===== src/rtl/rca_16bit.sv =====
// Unsigned WIDTH-bit ripple-carry adder: a chain of full-adder cells feeding a
// single output register stage with a valid flag, carry-out and signed overflow.
module rca_16bit #(
    parameter int WIDTH = 16
) (
    input  logic             clk,
    input  logic             rst_n,
    input  logic [WIDTH-1:0] a,
    input  logic [WIDTH-1:0] b,
    input  logic             cin,
    input  logic             in_valid,
    output logic [WIDTH-1:0] sum,
    output logic             cout,
    output logic             ovf,
    output logic             out_valid
);

    // One full-adder cell: returns {carry_out, sum_bit}.
    function automatic logic [1:0] fa_cell(input logic ai, input logic bi, input logic ci);
        logic p;
        p = ai ^ bi;
        return {(ai & bi) | (ci & p), p ^ ci};
    endfunction

    logic [WIDTH:0]   carry_s;
    logic [WIDTH-1:0] sum_s;
    logic             ovf_s;

    logic [WIDTH-1:0] sum_r;
    logic             cout_r;
    logic             ovf_r;
    logic             valid_r;

    assign carry_s[0] = cin;

    // Each stage consumes the carry of the stage below, so the chain ripples LSB to MSB.
    for (genvar i = 0; i < WIDTH; i++) begin : g_cell
        assign {carry_s[i+1], sum_s[i]} = fa_cell(a[i], b[i], carry_s[i]);
    end

    // Signed overflow: carry into the sign bit differs from carry out of it.
    assign ovf_s = carry_s[WIDTH] ^ carry_s[WIDTH-1];

    // Output stage: captures every cycle; consumers qualify with out_valid.
    always_ff @(posedge clk or negedge rst_n) begin
        if (!rst_n) begin
            sum_r   <= '0;
            cout_r  <= 1'b0;
            ovf_r   <= 1'b0;
            valid_r <= 1'b0;
        end else begin
            sum_r   <= sum_s;
            cout_r  <= carry_s[WIDTH];
            ovf_r   <= ovf_s;
            valid_r <= in_valid;
        end
    end

    assign sum       = sum_r;
    assign cout      = cout_r;
    assign ovf       = ovf_r;
    assign out_valid = valid_r;

endmodule


===== config.mk =====
export PLATFORM = sky130hd
export DESIGN_NAME = rca_16bit
export DESIGN_NICKNAME = d
export VERILOG_FILES = /design/src/rtl/rca_16bit.sv
export SDC_FILE = /design/constraint.sdc
export NUM_CORES = 1
export LEC_CHECK = 0
export CORE_MARGIN = 4
export CORE_UTILIZATION = 30
export DETAILED_ROUTE_END_ITERATION = 8
export HOLD_SLACK_MARGIN = 0.03
export MAX_ROUTING_LAYER = met4
export PLACE_DENSITY = 0.69
export SLEW_MARGIN = 10
export SYNTH_ARGS = -nofsm -noshare
export SYNTH_HDL_FRONTEND = slang
export SYNTH_SLANG_ARGS = --single-unit

===== constraint.sdc =====
create_clock -name clk -period 0.8 [get_ports clk]
set_input_delay 0.08 -clock clk [delete_from_list [all_inputs] [get_ports clk]]
set_output_delay 0.08 -clock clk [all_outputs]
set_load 0.01 [all_outputs]

==> impl_metrics.json <==
{
  "outcome": "finished, violations left",
  "failed_checks": "setup timing",
  "sequential_element_share_of_the_synthesized_area": 0.5646,
  "number_of_buffers_inserted_for_hold_repair_after_clock_tree_synthesis": 0,
  "worstSetupPathType": "in2reg",
  "cell_count_after_synthesis": 46,
  "maximum_number_of_pins_on_one_net_before_global_route_repair": 20,
  "final.setup.worst_slack_ps": -4803,
  "globalRouteOverflowTotal": 0,
  "drt-pass1-iter-count": 3,
  "synth_nets": 98,
  "worst_setup_hold_path_clk_slew_ps": 100,
  "dr_iter_0_viols": 3,
  "synth_top_cell_by_area": "sky130_fd_sc_hd__dfrtp_1",
  "chipHeight_um": 60.98,
  "crit_top_cell": "sky130_fd_sc_hd__fa_2",
  "fin_nets": 161,
  "power.density_nw_per_um2": 1672,
  "tritoncts": "built",
  "ioPinCount": 55,
  "path_cells": "buf_8 -> inv_12 -> fa_2 -> inv_2 -> fa_2 -> fa_2 -> fa_2 -> fa_2 -> fa_2 -> fa_2 -> fa_2 -> fa_2 -> fa_2 -> fa_2 -> fa_2 -> fa_2 -> fa_2 -> fa_2 -> inv_2 -> fa_2 -> inv_2",
  "grt_first_pass_wirelength_um": 2925,
  "yosys.cell_count.top_type": "sky130_fd_sc_hd__dfrtp_1",
  "detail_route.wl_per_cell_um": 13.88,
  "maxClockFrequency_mhz": 178.5,
  "yosys_warnings": 0,
  "gpl.final_weighted_congestion": 0.6866,
  "number_of_synthesized_register_bits": 19,
  "worstHoldPathType": "in2async",
  "required_ps": 1040,
  "async_reset_ff_frac": 1.000,
  "yosys-top-cells-count": "19 x sky130_fd_sc_hd__dfrtp_1, 16 x sky130_fd_sc_hd__fa_1, 10 x sky130_fd_sc_hd__inv_1",
  "final_hold_viol_count": 0,
  "fin_util": 0.5838,
  "detail_route.drc_violations": 0,
  "antenna_left": 0,
  "core_region_area_um2": 2567,
  "area_delta_synth_final_pct": 78.01,
  "ys_types": 4,
  "timing.critical_path.max_delay_family": "adder cells",
  "insertedDiodeCount": 0,
  "avgViaCountPerCell": 4.101,
  "cts.htree.levels": 1,
  "hold_slack_ps": 125.3,
  "worst-path-buf-inv": 5,
  "worst_slew_pin_slew_ps": 123.1,
  "cp_startpoint_kind": "input port",
  "clock-root-buffer": "sky130_fd_sc_hd__clkbuf_4",
  "cpMaxStageDelayCell": "sky130_fd_sc_hd__fa_2",
  "multi_input_area_um2": 376.6,
  "initial_core_util": 0.3280,
  "number_of_core_rows": 18,
  "clock_path_buffers": 2,
  "power.total_mw": 2.507,
  "min_period_over_period": 7.004,
  "worst_path_largest_cell_delay_ps": 430,
  "synth_largest_type_area_fraction": 0.5646,
  "total_negative_setup_slack_ps": -46310,
  "buffer_ports.inserted": 54,
  "timing.max_slew.rel_slack": 0.9177,
  "num-fill-cells": 220,
  "placed_cell_area_um2": 1505,
  "detailroute.via_count": 566,
  "fp.dieW_um": 60.98,
  "timing_max_transition_violations_final": 0,
  "route.final.wire_length_um": 1915,
  "power.static_leakage_nw": 0.6546,
  "vdd_drop_max_mv": 0.8634,
  "cts-buffers-inserted": 3,
  "post_syn_area_per_cell_um2": 18.31,
  "netlist_top_cells_area": "sky130_fd_sc_hd__dfrtp_1 56%, sky130_fd_sc_hd__fa_1 38%, sky130_fd_sc_hd__inv_1 4.5%, sky130_fd_sc_hd__xnor2_1 1.0%",
  "yosys_most_used_dff": "sky130_fd_sc_hd__dfrtp_1",
  "post-route-cell-area_um2": 1499,
  "seq_area_um2": 475.5,
  "cp.arrival_ps": 5840,
  "gr-usage-all-layers": 0.1135,
  "drive_above_1_share": 0.4907,
  "post-dp-hpwl_um": 1655,
  "clock-sinks": 19,
  "setup_violations": 36,
  "finalCriticalPeriod_ps": 5603,
  "synth.cell_area_um2": 842.1,
  "synth_edf_count": 0,
  "crit_path_max_fanout": 2,
  "grt_setup_unrepaired": "true",
  "grt_antenna_before_repair": 0,
  "max_cap_viol_count": 0,
  "die_area_um2": 3719,
  "worstSetupPathDepth": 21,
  "grt_pass1_vias": 676,
  "end_kind": "flop"
}
cells by family (layout without fill, tap and decap cells):
kind of cell,Yosys count,count (layout),synth area share
buffers and inverters,10,72,0.04458
xor gates and xnor gates,1,1,0.01040
DFF,19,19,0.5646
adders and majority gates,16,16,0.3804
state kept, by name (all words and copies together) (netlist names):
signal and cells:
out_valid 1, cout 1, sum 16, ovf 1
layer usage:
metal  global-route usage  vias up  part of all wire
met2               0.1878       38              0.48
met3              0.03617        2              0.15
met1               0.1303      272              0.37
met4              0.03715        0            0.0037
li1                     -      254                 -
met5                    -        -                 0
where the power goes:
| group | internal (mW) | switching (mW) |
|---|---|---|
| clock network | 0.194 | 0.278 |
| logic | 0.487 | 0.362 |
| registers | 1.13 | 0.0530 |
metrics by stage:
step                worst slack, ps  cells
finish                        -4803    138
global route                  -4943    138
CTS                           -4836    137
detailed placement            -5614    132
global placement              -5585    132
floorplan                     -4865     46
layout make-up:
class,count,share of cell area
inverters,10,0.03673
well taps,30,0.02504
repair buffers,58,0.3523
multi-input cells,17,0.2513
clock buffers,4,0.01753
flip-flops and latches,19,0.3172
layout by cell type (no fill, tap or decap):
cell type | netlist | routed
sky130_fd_sc_hd__dlygate4sd2_1 | 0 | 2
sky130_fd_sc_hd__inv_1 | 10 | 3
sky130_fd_sc_hd__inv_2 | 0 | 5
sky130_fd_sc_hd__inv_12 | 0 | 1
sky130_fd_sc_hd__fa_2 | 0 | 16
sky130_fd_sc_hd__clkdlybuf4s50_1 | 0 | 30
sky130_fd_sc_hd__buf_4 | 0 | 2
sky130_fd_sc_hd__buf_12 | 0 | 1
sky130_fd_sc_hd__xnor2_2 | 0 | 1
sky130_fd_sc_hd__clkbuf_1 | 0 | 1
sky130_fd_sc_hd__buf_2 | 0 | 14
sky130_fd_sc_hd__buf_6 | 0 | 8
sky130_fd_sc_hd__clkbuf_4 | 0 | 3
sky130_fd_sc_hd__dfrtp_1 | 19 | 19
sky130_fd_sc_hd__inv_6 | 0 | 1
sky130_fd_sc_hd__buf_8 | 0 | 1
repair_timing:
action,in CTS,in global routing
endpoints found under the setup margin,37,36
resized for setup,99,7
buffers inserted,1,1
pin swaps,1,0
hold endpoints to repair,0,0
worst max-delay path by stage:
stage	startpoint	end	slack (ps)
floorplan	a[0]	sum[15]	-4860
global placement	a[0]	sum[15]	-5580
detailed placement	a[0]	sum[15]	-5610
CTS	a[0]	sum[15]	-4840
global route	a[0]	sum[15]	-4940
finish	a[0]	sum[15]	-4800
(Power assumes the default switching activity.)
